File: src/rtl/adc_rd_pkg.sv
// Shared constants for the ADC081S101-class serial read path.
// FSM state encoding, serial-clock divider phases and default parameters.
package adc_rd_pkg;

    typedef enum logic [1:0] {
        IDLE  = 2'd0,
        CONV  = 2'd1,
        QUIET = 2'd2
    } state_e;

    // Both the shift and the bit advance happen on the last divider phase,
    // just before adc_clk falls and the ADC moves to its next bit.
    localparam logic [1:0] DIV_LAST   = 2'd3;
    localparam logic [1:0] DIV_SAMPLE = 2'd3;

    localparam int DEF_DATA_BITS  = 8;
    localparam int DEF_LEAD_BITS  = 3;
    localparam int DEF_FRAME_BITS = 16;
    localparam int DEF_QUIET_CYC  = 4;

endpackage

File: src/rtl/adc_sclk_gen.sv
// Serial clock generator: divides sp_clk by 4 while enabled and counts frame bits.
// Emits a capture strobe per bit and a last-bit strobe at the end of the frame.
module adc_sclk_gen
    import adc_rd_pkg::*;
#(
    parameter int FRAME_BITS = DEF_FRAME_BITS
) (
    input  logic clk_i,
    input  logic rst_ni,
    input  logic en_i,
    output logic adc_clk_o,
    output logic sample_o,
    output logic last_o
);

    localparam int BW = (FRAME_BITS > 1) ? $clog2(FRAME_BITS) : 1;

    logic [1:0]    div_cnt_q, div_cnt_d;
    logic [BW-1:0] bit_cnt_q, bit_cnt_d;

    assign adc_clk_o = div_cnt_q[1];
    assign sample_o  = en_i && (div_cnt_q == DIV_SAMPLE);
    assign last_o    = en_i && (div_cnt_q == DIV_LAST) && (bit_cnt_q == BW'(FRAME_BITS - 1));

    always_comb begin
        div_cnt_d = en_i ? div_cnt_q + 2'd1 : 2'd0;
        bit_cnt_d = bit_cnt_q;
        if (!en_i) begin
            bit_cnt_d = '0;
        end else if (div_cnt_q == DIV_LAST) begin
            bit_cnt_d = last_o ? '0 : bit_cnt_q + BW'(1);
        end
    end

    always_ff @(posedge clk_i or negedge rst_ni) begin
        if (!rst_ni) begin
            div_cnt_q <= 2'd0;
            bit_cnt_q <= '0;
        end else begin
            div_cnt_q <= div_cnt_d;
            bit_cnt_q <= bit_cnt_d;
        end
    end

endmodule

File: src/rtl/adc_rd.sv
// ADC081S101-class serial read: one framed conversion per request, parallel sample out.
// Optional leading-zero frame check is built when ADC_LEAD_CHK_EN is defined.
module adc_rd
    import adc_rd_pkg::*;
#(
    parameter int DATA_BITS  = DEF_DATA_BITS,
    parameter int LEAD_BITS  = DEF_LEAD_BITS,
    parameter int FRAME_BITS = DEF_FRAME_BITS,
    parameter int QUIET_CYC  = DEF_QUIET_CYC
) (
    input  logic                 sp_clk,
    input  logic                 sp_rst_n,
    input  logic                 conv_req,
    input  logic                 adc_sdata,
    output logic                 adc_clk,
    output logic                 adc_cs_n,
    output logic [DATA_BITS-1:0] adc_data,
    output logic                 adc_data_val,
    output logic                 busy,
    output logic                 frame_err
);

    localparam int QW = (QUIET_CYC > 1) ? $clog2(QUIET_CYC) : 1;

    // Handshake: conv_req is a one-cycle pulse (no ready; requests while busy
    // collapse into one pending conversion); adc_data_val is a one-cycle
    // strobe with adc_data valid on that same cycle and held afterwards.
    state_e                state_q, state_d;
    logic                  pending_q, pending_d;
    logic                  cs_n_q, cs_n_d;
    logic                  sdata_q;
    logic [FRAME_BITS-1:0] shift_q, shift_d;
    logic [DATA_BITS-1:0]  data_q, data_d;
    logic                  val_q, val_d;
    logic [QW-1:0]         q_cnt_q, q_cnt_d;
    logic                  sample, last;
    logic                  unused_msb;

    adc_sclk_gen #(
        .FRAME_BITS(FRAME_BITS)
    ) u_sclk (
        .clk_i    (sp_clk),
        .rst_ni   (sp_rst_n),
        .en_i     (state_q == CONV),
        .adc_clk_o(adc_clk),
        .sample_o (sample),
        .last_o   (last)
    );

    always_comb begin
        state_d   = state_q;
        pending_d = pending_q;
        cs_n_d    = cs_n_q;
        shift_d   = shift_q;
        data_d    = data_q;
        val_d     = 1'b0;
        q_cnt_d   = q_cnt_q;
        if (sample) begin
            shift_d = {shift_q[FRAME_BITS-2:0], sdata_q};
        end
        case (state_q)
            IDLE: begin
                if (conv_req || pending_q) begin
                    state_d   = CONV;
                    cs_n_d    = 1'b0;
                    pending_d = 1'b0;
                end
            end
            CONV: begin
                if (conv_req) pending_d = 1'b1;
                if (last) begin
                    state_d = QUIET;
                    cs_n_d  = 1'b1;
                    q_cnt_d = '0;
                    data_d  = shift_d[FRAME_BITS-1-LEAD_BITS -: DATA_BITS];
                    val_d   = 1'b1;
                end
            end
            QUIET: begin
                if (conv_req) pending_d = 1'b1;
                if (q_cnt_q == QW'(QUIET_CYC - 1)) begin
                    state_d = IDLE;
                end else begin
                    q_cnt_d = q_cnt_q + QW'(1);
                end
            end
            default: state_d = IDLE;
        endcase
    end

    always_ff @(posedge sp_clk or negedge sp_rst_n) begin
        if (!sp_rst_n) begin
            state_q   <= IDLE;
            pending_q <= 1'b0;
            cs_n_q    <= 1'b1;
            sdata_q   <= 1'b0;
            shift_q   <= '0;
            data_q    <= '0;
            val_q     <= 1'b0;
            q_cnt_q   <= '0;
        end else begin
            state_q   <= state_d;
            pending_q <= pending_d;
            cs_n_q    <= cs_n_d;
            sdata_q   <= adc_sdata;
            shift_q   <= shift_d;
            data_q    <= data_d;
            val_q     <= val_d;
            q_cnt_q   <= q_cnt_d;
        end
    end

`ifdef ADC_LEAD_CHK_EN
    logic err_q;

    // Re-evaluated at every frame completion, so a clean frame clears it.
    always_ff @(posedge sp_clk or negedge sp_rst_n) begin
        if (!sp_rst_n) begin
            err_q <= 1'b0;
        end else if (val_d) begin
            err_q <= |shift_d[FRAME_BITS-1 -: LEAD_BITS];
        end
    end

    assign frame_err = err_q;
`else
    assign frame_err = 1'b0;
`endif

    // The oldest frame bit is consumed from shift_d; the register copy is never read.
    assign unused_msb   = shift_q[FRAME_BITS-1];
    assign adc_cs_n     = cs_n_q;
    assign adc_data     = data_q;
    assign adc_data_val = val_q;
    assign busy         = (state_q != IDLE);

endmodule
File: config.mk
export PLATFORM = sky130hd
export DESIGN_NAME = adc_rd
export DESIGN_NICKNAME = d
export VERILOG_FILES = /design/src/rtl/adc_rd_pkg.sv /design/src/rtl/adc_sclk_gen.sv /design/src/rtl/adc_rd.sv
export SDC_FILE = /design/constraint.sdc
export NUM_CORES = 1
export LEC_CHECK = 0
export CAP_MARGIN = 5
export CORE_ASPECT_RATIO = 1.4
export CORE_MARGIN = 2
export CORE_UTILIZATION = 40
export CTS_CLUSTER_SIZE = 16
export DETAILED_ROUTE_END_ITERATION = 10
export DONT_BUFFER_PORTS = 1
export HOLD_SLACK_MARGIN = 0.1
export MAX_ROUTING_LAYER = met4
export SLEW_MARGIN = 0
export SYNTH_ARGS = -nofsm -noshare
export SYNTH_HDL_FRONTEND = slang
export SYNTH_SLANG_ARGS = --single-unit
File: constraint.sdc
create_clock -name sp_clk -period 2.11 [get_ports sp_clk]
set_input_delay 0.3165 -clock sp_clk [delete_from_list [all_inputs] [get_ports sp_clk]]
set_output_delay 0.3165 -clock sp_clk [all_outputs]
set_load 0.02 [all_outputs]
==> summary.md <==
The run finished with clean final reports. The initial detailed-routing violation count is 25. The H-tree depth reported by CTS is 2.

The tools report the residual overflow from global routing as 0. The worst setup path is of the reg2reg kind. For the placed standard-cell area, the log shows 0.00159 mm^2. After detailed routing, the number of vias per cell comes to 5.08. The tools report the worst vdd rail ir drop as 0.402 mV. The unique cell type count in the Yosys netlist was 26. In this run the worst path has a maximum fanout of 13. Setup TNS: 0 ns. The number of global-route vias before repair is 942, and the gate count of the mapped netlist is 111. The final layout contains routed wiring with a total length of 2520 um. At the worst endpoint, the arrival time is 2.05 ns. The logs give 5 for the CTS buffer count and 0.00662 ns for the clock tree skew after final layout.

The Yosys step of the flow raised 0 warnings. The congestion estimate from routability-driven global placement came to 0.721. The run gives 0 as the max-slew violation count. TritonCTS built the clock tree. The die height came out at 77.4 um. The post-synthesis area per instance works out to 13.9 um^2. Of the synthesized area, sequential elements account for 57.0%.

The area growth from synthesis to layout is 11.3%. The run gives 0 as the final setup violation count. The number of hold-slack violations in the final timing report was 0.

0 antenna diodes ended up in the layout. The leakage power is 0.000827 uW. For the total number of vias, the log shows 833. STA classifies the critical path startpoint as a flip-flop.

In this run the remaining antenna-violating nets after routing total 0. The most numerous cell type found on the critical path is mux2_2. The total I/O pin count was 17. The tree is rooted in a clkbuf_8.

The register bit total from synthesis was 35; the pin count of the biggest net entering global routing was 36. Static timing analysis puts the maximum clock frequency at 534 MHz. The HPWL after detailed placement is 1720 um. All-layer global routing usage: 14.0%. For this run, the detailed router's first-pass iteration total came to 3. Post-detailed-route wirelength per cell: 15.3 um.

In this run the critical register-to-register path is captured at adc_data[6]. The number of cells on the worst reg-to-reg path is 4. The final worst-path cycle share is 88.8%, and the initial cell density of the core is 41.9%. In the final design database the tool counted 134 nets.

In the final layout, the share of cells above drive strength 1 is 29.5%. For the post-cts repair resize count, the log shows 0. The floorplan step set the die width to 56.4 um. The initial antenna violation count was 0. Setup repair after global routing left no endpoint under its margin. At the later pin of the worst-skew pair, clock insertion delay measures 0.29 ns. The startpoint identified for the worst hold timing path is conv_req. The net count after synthesis is 124.

The first global-routing pass estimated 4550 um of wire. The destination of the worst hold path is pending_q. In this run the worst hold path is classified as in2reg. In this run the core area contains 26 standard-cell rows. The worst register-to-register path has a setup slack of 0.24 ns. The time the final worst path needs with I/O delays and setup works out to 1.87 ns. The tools report the DRC violation count after routing as 0. The clock net in this run drives a total of 35 sinks.

The power per standard cell area came out at 702 mW/mm^2. The clock passes through at most 2 buffers. The worst setup path is captured at a flip-flop. The largest single stage delay on the critical path is 0.46 ns. The signal on the critical path passes through ha_1 -> nand2_2 -> mux2_2 -> mux2_2. Buffers placed on the I/O ports in this run total 0. Total die area: 0.00437 mm^2.

The worst endpoint required time is 2.28 ns, and the clock edge transition at the registers on the reported setup and hold paths is 0.07 ns. Among all stages on the critical path, the largest delay is contributed by dfrtp_1. The post-synthesis instance area was 0.00154 mm^2. The summed area of non-filler cells in the final layout was 0.00171 mm^2.

The hold path depth is 2. The worst register-to-register path begins at u_sclk.div_cnt_q[1]. Across the run, the number of max-cap violations was 0.

The total area inside the core boundary comes to 0.00368 mm^2.
per-stage QoR:
stage          util (%)  setup slack [ns]  instances  hold slack, ns  total power [uW]
4_1_cts            46.6             0.228        164           0.144              1220
3_5_place_dp       43.2             0.253        153          0.0221               721
3_3_place_gp       43.2             0.288        153          0.0218               720
5_1_grt            46.6             0.148        164           0.147              1260
2_1_floorplan         -             0.411        111          0.0209               718
6_report           46.6             0.237        164           0.148              1200
synth_stat cells (all sizes together):
cell type / n / area share (%)
nand4: 1 / 0.41
mux2i: 3 / 2.0
a22o: 1 / 0.57
o21a: 1 / 0.49
dfstp: 1 / 1.7
and2: 2 / 0.81
nand2: 8 / 2.1
inv: 5 / 1.2
o21ai: 2 / 0.65
conb: 1 / 0.24
o22ai: 1 / 0.41
ha: 9 / 7.3
nand2b: 1 / 0.41
nand3: 2 / 0.65
mux2: 23 / 19
buf: 3 / 1.7
a21oi: 2 / 0.65
nor2b: 5 / 2.0
dfrtp: 34 / 55
xnor2: 1 / 0.57
nor2: 4 / 0.98
xor2: 1 / 0.57
layout make-up:
type | count | area, um^2
timing repair buffer | 6 | 62.6
clock inverter | 2 | 12.5
multi-input combinational | 68 | 617
tap | 42 | 52.6
clock buffer | 6 | 72.6
fill | 346 | 1960
sequential | 35 | 877
inverter | 5 | 18.8
worst max-delay path by stage:
| stage | from | to | slack, ns | cells past startpoint |
|---|---|---|---|---|
| detailed placement | u_sclk.div_cnt_q[1] | adc_data[6] | 0.25 | 4 |
| global placement | u_sclk.div_cnt_q[1] | adc_data[5] | 0.29 | 4 |
| finish | u_sclk.div_cnt_q[1] | adc_data[6] | 0.24 | 4 |
| CTS | u_sclk.div_cnt_q[1] | adc_data[6] | 0.23 | 4 |
| floorplan | u_sclk.div_cnt_q[1] | q_cnt_q[0] | 0.41 | 5 |
| global route | u_sclk.div_cnt_q[1] | q_cnt_q[0] | 0.15 | 5 |
placed cells by master, fill, tap and decap left out, types with 3 or more instances in the layout:
| master | Yosys | routed |
|---|---|---|
| inv_1 | 5 | 5 |
| ha_1 | 9 | 9 |
| clkbuf_8 | 0 | 5 |
| mux2_4 | 10 | 10 |
| buf_4 | 2 | 3 |
| dfrtp_1 | 34 | 34 |
| mux2i_1 | 3 | 3 |
| nor2b_1 | 5 | 5 |
| nand2_1 | 7 | 7 |
| mux2_2 | 13 | 13 |
| nor2_1 | 4 | 4 |
registers in the layout, summed over array words and instances (netlist names):
name,flops
adc_cs_n,1
adc_data,8
adc_data_val,1
pending_q,1
q_cnt_q,2
sdata_q,1
shift_q,13
state_q,2
u_sclk.bit_cnt_q,4
u_sclk.div_cnt_q,2
logic make-up after synthesis:
family / share of synthesized area (%)
AOI/OAI and AO/OA: 2.76
xor gates and xnor gates: 1.14
adders and majority gates: 7.32
buffers and inverters: 2.93
DFF: 57.0
muxes: 21.2
other: 0.244
and+or+nand+nor: 7.40
per-layer routing:
metal | vias up | GRT usage (%) | share of wire (%)
li1 | 389 | - | -
met1 | 424 | 15.0 | 42
met2 | 14 | 22.1 | 51
met3 | 6 | 5.50 | 5.4
met4 | 0 | 7.14 | 2.1
met5 | - | - | 0
where the power goes:
part	internal, uW	switching [uW]	total [uW]
Sequential	683	6.34	690
Clock	230	244	474
Combinational	18.0	19.7	37.6
repair_timing:
action / in CTS / in global routing
setup buffers: 0 / 0
hold endpoints to repair: 36 / 0
hold buffers: 3 / 0
worst max-delay path, delay by kind of cell, from the launching register on:
family | cells | cell delay, ns
and+or+nand+nor | 1 | 0.32
adders and majority gates | 1 | 0.32
DFF | 1 | 0.46
muxes | 2 | 0.65
(Power assumes the default switching activity.)
